## src/rtl/decoder_nx2n_seq.sv

```systemverilog
// Registered N-to-2^N one-hot decoder with valid/ready on both sides and a
// scan mode that walks the one-hot through consecutive codes with wrap.
module decoder_nx2n_seq #(
    parameter int N          = 3,
    parameter bit ACTIVE_LOW = 1'b0
) (
    input  logic                clk,
    input  logic                rst_n,
    input  logic                en,
    input  logic                in_valid,
    output logic                in_ready,
    input  logic [N-1:0]        in_code,
    input  logic                in_mode,
    input  logic [N-1:0]        in_len,
    output logic                out_valid,
    input  logic                out_ready,
    output logic [(1<<N)-1:0]   out,
    output logic                busy,
    output logic [1:0]          state_dbg
);

    localparam int W = 1 << N;
    localparam logic [W-1:0] INACTIVE = {W{ACTIVE_LOW}};

    typedef enum logic [1:0] {
        IDLE = 2'd0,
        HOLD = 2'd1,
        SCAN = 2'd2
    } state_t;

    state_t         state_q, state_d;
    logic [W-1:0]   onehot_q, onehot_d;
    logic [N-1:0]   remaining_q, remaining_d;
    logic           accept;
    logic           consume;
    logic           load;

    // Handshake: a transfer happens on a rising edge where valid && ready.
    // Sources hold valid and payload stable until the transfer; in_ready is
    // a function of state and out_ready only, never of in_valid.
    always_comb begin
        in_ready = 1'b0;
        case (state_q)
            IDLE:    in_ready = rst_n;
            HOLD:    in_ready = rst_n && out_ready;
            default: in_ready = 1'b0;
        endcase
    end

    assign out_valid = (state_q == HOLD) || (state_q == SCAN);
    assign accept    = in_valid && in_ready;
    assign consume   = out_valid && out_ready;

    always_comb begin
        state_d     = state_q;
        onehot_d    = onehot_q;
        remaining_d = remaining_q;
        load        = 1'b0;
        case (state_q)
            IDLE: begin
                load = accept;
            end
            HOLD: begin
                if (consume) begin
                    if (accept) load = 1'b1;
                    else        state_d = IDLE;
                end
            end
            SCAN: begin
                if (consume) begin
                    if (remaining_q == '0) begin
                        state_d = IDLE;
                    end else begin
                        // Rotate left: code advances by one modulo 2^N.
                        onehot_d    = {onehot_q[W-2:0], onehot_q[W-1]};
                        remaining_d = remaining_q - 1'b1;
                    end
                end
            end
            default: begin
                state_d = IDLE;
            end
        endcase
        if (load) begin
            onehot_d    = W'(1) << in_code;
            state_d     = in_mode ? SCAN : HOLD;
            remaining_d = in_mode ? in_len : '0;
        end
    end

    always_ff @(posedge clk) begin
        if (!rst_n) begin
            state_q     <= IDLE;
            onehot_q    <= '0;
            remaining_q <= '0;
        end else begin
            state_q     <= state_d;
            onehot_q    <= onehot_d;
            remaining_q <= remaining_d;
        end
    end

    // Enable and polarity are applied after the register so en never stalls
    // or advances the sequence.
    assign out       = (en && out_valid) ? (ACTIVE_LOW ? ~onehot_q : onehot_q) : INACTIVE;
    assign busy      = (state_q == SCAN);
    assign state_dbg = state_q;

endmodule
```

## config.mk

```make
export PLATFORM = sky130hd
export DESIGN_NAME = decoder_nx2n_seq
export DESIGN_NICKNAME = d
export VERILOG_FILES = /design/src/rtl/decoder_nx2n_seq.sv
export SDC_FILE = /design/constraint.sdc
export NUM_CORES = 1
export LEC_CHECK = 0
export CAP_MARGIN = 20
export CORE_MARGIN = 4
export CORE_UTILIZATION = 53
export CTS_BUF_LIST = sky130_fd_sc_hd__clkbuf_2 sky130_fd_sc_hd__clkbuf_4 sky130_fd_sc_hd__clkbuf_8
export CTS_CLUSTER_SIZE = 20
export DETAILED_ROUTE_END_ITERATION = 7
export GPL_TIMING_DRIVEN = 1
export PLACE_DENSITY_LB_ADDON = 0.2
export SETUP_SLACK_MARGIN = 0.15
export SLEW_MARGIN = 30
export SYNTH_ARGS = -nofsm -noshare
export SYNTH_HDL_FRONTEND = slang
export SYNTH_SLANG_ARGS = --single-unit
export TNS_END_PERCENT = 100
```

## constraint.sdc

```tcl
create_clock -name clk -period 5.2 [get_ports clk]
set_input_delay 1.04 -clock clk [delete_from_list [all_inputs] [get_ports clk]]
set_output_delay 1.04 -clock clk [all_outputs]
set_load 0.05 [all_outputs]
```

# --- Word-level counts from Yosys, hierarchy flattened ---
# Index checks and enable logic that the tools add are counted.
totals:
  out_inout_bits: 13
  elab_cells: 45
  in_bits: 12
  reg_bits: 13
classes:
  n_shift: 1
  muxes: 21
  n_eq_ne: 8
  n_reduce_logical: 11
  n_addsub: 1
ops:
  columns: ["cell", "count"]
  rows:
  - ["8-bit 2-to-1 mux", 5]
  - ["3-bit 2-to-1 mux", 5]
  - ["2-bit 2-to-1 mux", 6]
  - ["1-bit by 3-bit left shift with 8-bit output (first input constant)", 1]
  - ["3-bit by 1-bit inequality test with 1-bit output (second input constant)", 2]
  - ["3-bit inequality test (second input constant)", 2]
  - ["2-bit one-hot mux with 3 select lines", 1]
  - ["5-bit AND reduction", 1]
  - ["1-bit logical AND", 4]
  - ["2-bit inequality test (second input constant)", 2]
  - ["1-bit one-hot mux with 2 select lines", 2]
  - ["2-bit nonzero test", 2]
  - ["3-bit logical NOT", 1]
  - ["3-bit AND reduction", 1]
  - ["3-bit by 1-bit subtractor with 3-bit output (second input constant)", 1]
  - ["2-bit by 1-bit == test with 1-bit output (second input constant)", 1]
  - ["2-bit == test (second input constant)", 1]
  - ["2-bit logical NOT", 1]
  - ["1-bit 2-to-1 mux", 2]
  - ["1-bit logical OR", 1]

# --- Longest topological paths before layout ---
# Gate-level depths: netlist of run 1.
logic_depth:
  word_depth: 8
  mapped_depth: 7
  depth_no_buf: 6

# --- Worst setup path after synthesis of run 1 ---
# OpenSTA, ideal clock, no wires.
synth_path:
  kind: "register -> output"
  from: "reg state_q[1] (netlist: state_dbg[1])"
  to: "out out[0]"
  required_time_ns: 4.160
  t_arrival_ns: 2.307
  stages_incl_launch_ff: 5
  n_path_buf: 1
  path_slack_ns: 1.853
  path_cell_list: "dfxtp_1 > clkinv_1 > ha_1 > buf_2 > and3_1"
synth_between:
  elab_chain_cells: 4
  elab_cells_between_ends: 5
  cone_classes: "2 x eq/ne; 1 x mux; 2 x reduce/logical"
synth_rtl:
  columns: ["item", "line_no", "source"]
  rows:
  - ["start, declared", "31", "state_t state_q, state_d;"]
  - ["start signal, assigned", "97", "state_q <= state_d;"]
  - ["2-bit by 1-bit == test with 1-bit output or 2-bit == test (tied branches)", "50", "assign out_valid = (state_q == HOLD) || (state_q == SCAN);"]
  - ["1-bit logical OR *", "50", null]
  - ["net out_valid", "15", "output logic out_valid,"]
  - ["1-bit logical AND *", "105", "assign out = (en && out_valid) ? (ACTIVE_LOW ? ~onehot_q : onehot_q) : INACTIVE;"]
  - ["8-bit 2-to-1 mux *", "105", null]
  - ["end, declared", "17", "output logic [(1<<N)-1:0] out,"]
# Mark *: on every way through the listed nets, which the timed path passes. The rest lies on a longest branch.

# --- Final worst setup path of run 1 ---
layout_path:
  from: "in rst_n"
  to: "out in_ready"
layout_between:
  elab_chain_cells: 2
layout_rtl:
  columns: ["item", "line_no", "source"]
  rows:
  - ["start, declared", "8", "input logic rst_n,"]
  - ["1-bit logical AND", "45", "HOLD: in_ready = rst_n && out_ready;"]
  - ["1-bit one-hot mux with 2 select lines *", "43", "case (state_q)"]
  - ["end, declared", "11", "output logic in_ready,"]
# Every way passes the cells marked *; elsewhere a longest branch is shown, timed or not.

==> results of run 1 <==
registers in the layout (all words and copies together) (netlist names):
register	cells
state_dbg	2
remaining_q	3
onehot_q	8
power by group through the flow:
stage          combinational (mW)  sequential [mW]  clock, mW
5_1_grt                     0.132            0.118     0.0732
2_1_floorplan              0.0841            0.122          0
3_5_place_dp                0.121            0.119          0
6_report                    0.123            0.117     0.0677
3_3_place_gp                0.118            0.119          0
4_1_cts                     0.122            0.117     0.0699
logic make-up after synthesis:
family	Yosys count
simple gates	39
compound gates	39
fa+ha+maj	5
flops	13
buf+inv	14
layer usage:
| metal | part of all wire, % | up-vias | track usage, % |
|---|---|---|---|
| li1 | - | 471 | - |
| met1 | 45 | 441 | 27.1 |
| met2 | 46 | 47 | 30.4 |
| met3 | 8.3 | 2 | 6.21 |
| met4 | 0.59 | 0 | 4.61 |
| met5 | 0 | - | 0 |
cells in the mapped netlist (all sizes together) (2+ instances only):
library cell / n / share of area [%]
dfxtp: 13 / 28
a21oi: 9 / 4.8
nand2: 9 / 3.6
o21ai: 9 / 4.8
and3: 8 / 5.3
a311oi: 7 / 10
inv: 6 / 2.4
buf: 5 / 3.9
ha: 5 / 6.6
nand3: 4 / 2.1
nor2: 4 / 1.9
nand4: 3 / 2.0
o211a: 3 / 3.2
a32o: 2 / 2.1
and2: 2 / 1.3
clkbuf: 2 / 0.80
nand4b: 2 / 1.9
nor4: 2 / 1.3
o221a: 2 / 2.4
or3: 2 / 1.3
worst register-to-register path: stages (launching register included):
cell      delay (ps)
dfxtp_1          410
clkinv_1         180
ha_1             570
nand2_1          180
o32ai_2          690
and2_1           560
a311oi_2         180
final cells by class:
cell class | instances | area, um2
tap | 24 | 30.0
multi-input combinational | 83 | 612
clock buffer | 4 | 30.0
timing repair buffer | 24 | 240
fill | 126 | 395
inverter | 7 | 26.3
sequential | 13 | 260
worst max-delay path by stage:
stage / slack (ps) / to
after CTS: 1310 / in_ready
after floorplan: 1850 / out[0]
after global placement: 1340 / in_ready
after global routing: 1220 / in_ready
after detailed placement: 1310 / in_ready
final: 1280 / in_ready
==> flow_metrics.tcl, run 1 <==
set metrics [dict create \
    slowest_delay_ps 800 \
    dp_slack_ps 1310 \
    clkSinkCount 13 \
    hold_viol_final 0 \
    firstDrtPassIters 4 \
    path_class "in2out" \
    rows 14 \
    combPwrFrac_pct 40.0 \
    hp-class "reg2reg" \
    finalSetupViolCount 0 \
    cts_tree "yes" \
    synth.distinct_cells 36 \
    r2r-end "onehot_q[7]$_SDFFE_PN0P_" \
    power_frac_seq_pct 38.0 \
    critPathArrivalTime_ps 2880 \
    postCtsSetupRepairBufs 0 \
    root_buffer "clkbuf_4" \
    yosys.area_share.simple_pct 23.0 \
    cts_buffers 3 \
    period_needed_ps 3920 \
    yosysSeqAreaShare_pct 27.6 \
    netlist_area_um2 942 \
    end_kind "primary output" \
    p_per_area_mw_per_mm2 256 \
    reg2reg_from "state_dbg[1]$_SDFFE_PN0P_" \
    first_iter_violations 38 \
    io_pins 25 \
    die-area_mm2 0.00252 \
    worstHoldStart "remaining_q[1]$_SDFFE_PN0P_" \
    drive_above_1_share_pct 11.5 \
    fmax_mhz 255 \
    crit_buf_inv 3 \
    ir_worst_vdd_mv 0.217 \
    io_buffers 24 \
    fin_ws_ps 1280 \
    layout_common_cells "clkdlybuf4s50_1 (24), dfxtp_1 (13), a21oi_1 (9), nand2_1 (9), o21ai_0 (9)" \
    intPower_uw 190 \
    rsz0062_at_grt "false" \
    rr_worst_depth 6 \
    antenna_found_initial 0 \
    cp_top_family "buffers and inverters" \
    htree_num_levels 1 \
    synth_mux_area_share_pct 0 \
    drt_wl_total_um 2380 \
    syn-num-nets 127 \
    die_height_um 50.2 \
    place_congestion 0.857 \
    cp_num_cells 4 \
    grt_usage_pct 19.9 \
    hold_slack_ps 510 \
    crit_top_cell "clkdlybuf4s50_1" \
    synth_async_sr_flop_share_pct 0 \
    place_inst 151 \
    worstPathCellList "clkdlybuf4s50_1, inv_2, nor2_1, clkdlybuf4s50_1" \
    fin_skew_ps 3.04 \
    synth_top_family_by_area "compound AO/OA/AOI/OAI gates" \
    ys_seq_elements 13 \
    critical_path.max_fanout 10 \
    grt_max_degree 14 \
    fin_cells 155 \
    vias 961 \
    dpl_cell_area_mm2 0.00117 \
    r2r_slack_ps 2270 \
    post-route-util_pct 75.2 \
    antenna_cells 0 \
    grt_pass1_wl_um 3970 \
    viasPerCell 6.20 \
    switching_share_pct 38.2 \
    tightest_slew_ps 736 \
    drc 0 \
    clock_latency_ps 280 \
    grt_overflow_total 0 \
    synth_edf_count 0 \
    synthAdderAreaFrac_pct 6.64 \
    synth_ff_type "dfxtp_1" \
    cp-start-kind "input pin" \
    synth_compound_area_share_pct 35.3 \
    cts_buffer_depth 2 \
    critical_path.slowest_cell "clkdlybuf4s50_1" \
    min_to "remaining_q[1]$_SDFFE_PN0P_" \
    wl_per_cell_um 15.3 \
    start_util_pct 59.1 \
    leakage_nw 0.444 \
    netlist_instances 110 \
    fin_tns_setup_ps 0 \
    grt_pass1_vias 881 \
    dp_hpwl_um 1690 \
    ctsResizeCount 0 \
    status "complete, no violations" \
    drv_cap 0 \
    yosysWarnings 0 \
    postRouteAntennaNets 0 \
    clkPwrFrac_pct 22.0 \
    fp.dieW_um 50.2 \
    area_growth_pct 27.2 \
    fin_area_mm2 0.00120 \
    final_common_cell "clkdlybuf4s50_1" \
    core-area_mm2 0.00159 \
    required_ps 4160 \
    synthXorXnorAreaFrac_pct 0 \
    p_sw_uw 117 \
    hold_depth 1 \
    total_power_uw 307 \
    final_max_slew_viol_count 0 \
    crit_start "rst_n" \
    nets 149 \
    syn_avg_cell_area_um2 8.57 \
    ctsHoldBuffers 0 \
    clk_pin_slew_ps 70 \
    period_share_pct 75.5 \
    relSlewSlack_pct 50.9 \
]
No activity file was read; power rests on OpenSTA's default activity.
==> run 2, diff against run 1 <==
CORE_UTILIZATION = 49   (was 53)
clock period = 4.1 ns   (was 5.2 ns; I/O delays follow)
==> flow_metrics.tcl, run 2 (same netlist as run 1, synthesis figures left out) <==
set metrics [dict create \
    largest_register_ff_count 8 \
    critical_path.max_fanout 13 \
    period_needed_ps 3280 \
    relSlewSlack_pct 52.3 \
    area_growth_pct 28.2 \
    top_usage_layer "met2" \
    nets 150 \
    root_buffer "clkbuf_4" \
    slowest_delay_ps 800 \
    end_kind "primary output" \
    fin_area_mm2 0.00121 \
    finalSetupViolCount 0 \
    drive_above_1_share_pct 12.1 \
    cts_tree "yes" \
    vias 963 \
    fp.dieW_um 51.9 \
    viasPerCell 6.13 \
    cp-start-kind "register" \
    dp_hpwl_um 1680 \
    rsz0062_at_grt "false" \
    rows 15 \
    wl_per_cell_um 15.2 \
    grtUsageMet1_pct 27.5 \
    final_max_slew_viol_count 0 \
    antenna_cells 0 \
    status "complete, no violations" \
    first_iter_violations 18 \
    io_pins 25 \
    cts_buffer_depth 2 \
    hold_viol_final 0 \
    critical_path.slowest_cell "clkdlybuf4s50_1" \
    grt_overflow_total 0 \
    cp_top_family "buffers and inverters" \
    required_ps 3280 \
    drc 0 \
    layout_common_cells "clkdlybuf4s50_1 (24), dfxtp_1 (13), a21oi_1 (9), nand2_1 (9), o21ai_0 (9)" \
    postRouteAntennaNets 0 \
    grt_max_degree 14 \
    fin_tns_setup_ps 0 \
    fin_cells 157 \
    place_congestion 0.819 \
    io_buffers 24 \
    fin_skew_ps 5.39 \
    critPathArrivalTime_ps 2460 \
    grt_pass1_wl_um 3990 \
    leakage_nw 0.449 \
    cts_buffers 3 \
    tightest_slew_ps 715 \
    p_per_area_mw_per_mm2 325 \
    use_met2_pct 28.5 \
    place_inst 153 \
    die-area_mm2 0.00269 \
    antenna_found_initial 0 \
    clkSinkCount 13 \
    drt_wl_total_um 2380 \
    period_share_pct 79.9 \
    grt_pass1_vias 873 \
    grt_use_met3_pct 4.30 \
    path_class "reg2out" \
    clk_pin_slew_ps 80 \
    core-area_mm2 0.00178 \
    fmax_mhz 305 \
    die_height_um 51.9 \
    postCtsSetupRepairBufs 0 \
    hp-class "reg2reg" \
    firstDrtPassIters 4 \
    post-route-util_pct 67.7 \
    crit_buf_inv 2 \
    htree_num_levels 1 \
    start_util_pct 52.8 \
    ctsHoldBuffers 0 \
    top_register "onehot_q" \
    ir_worst_vdd_mv 0.235 \
    final_common_cell "clkdlybuf4s50_1" \
    ctsResizeCount 0 \
    worstPathCellList "clkinv_1, ha_1, and3_1, clkdlybuf4s50_1" \
    grt_usage_pct 19.9 \
    drv_cap 0 \
    clock_latency_ps 290 \
    dpl_cell_area_mm2 0.00118 \
]
-- run 2: cell count changes in the layout (fill, tap and decap cells not counted), sizes merged --
cell,previous run,this run
buf,0,1
-- run 2: layer usage --
layer / vias up / share of wire (%)
li1: 473 / -
met1: 455 / 47
met2: 30 / 46
met3: 5 / 4.9
met4: 0 / 1.9
met5: - / 0
-- run 2: power by group --
part	internal (mW)	leakage (nW)	switching (mW)
clock network	0.0445	0.0184	0.0452
registers	0.139	0.107	0.00930
logic	0.0581	0.324	0.0964
-- run 2: per-stage QoR --
stage | setup WS [ps] | hold slack [ps] | power [mW]
global placement | 884 | 487 | 0.301
finish | 823 | 504 | 0.392
global route | 706 | 530 | 0.415
CTS | 819 | 508 | 0.394
floorplan | 973 | 472 | 0.262
detailed placement | 886 | 489 | 0.304
-- run 2: area by class of cell --
| class | count | area, um2 |
|---|---|---|
| fill | 158 | 576 |
| sequential | 13 | 260 |
| tap | 25 | 31.3 |
| clock buffer | 4 | 30.0 |
| multi-input combinational | 83 | 612 |
| timing repair buffer | 25 | 248 |
| inverter | 7 | 26.3 |
-- run 2: final timing paths --
path / cells after the start / slack, ps / startpoint / endpoint
worst max-delay path: 4 / 820 / state_dbg[1]$_SDFFE_PN0P_ / out[6]
worst min-delay path: 1 / 500 / remaining_q[1]$_SDFFE_PN0P_ / remaining_q[1]$_SDFFE_PN0P_
worst max register to register: 6 / 1210 / state_dbg[1]$_SDFFE_PN0P_ / onehot_q[6]$_SDFFE_PN0P_
worst min register to register: 1 / 500 / remaining_q[1]$_SDFFE_PN0P_ / remaining_q[1]$_SDFFE_PN0P_
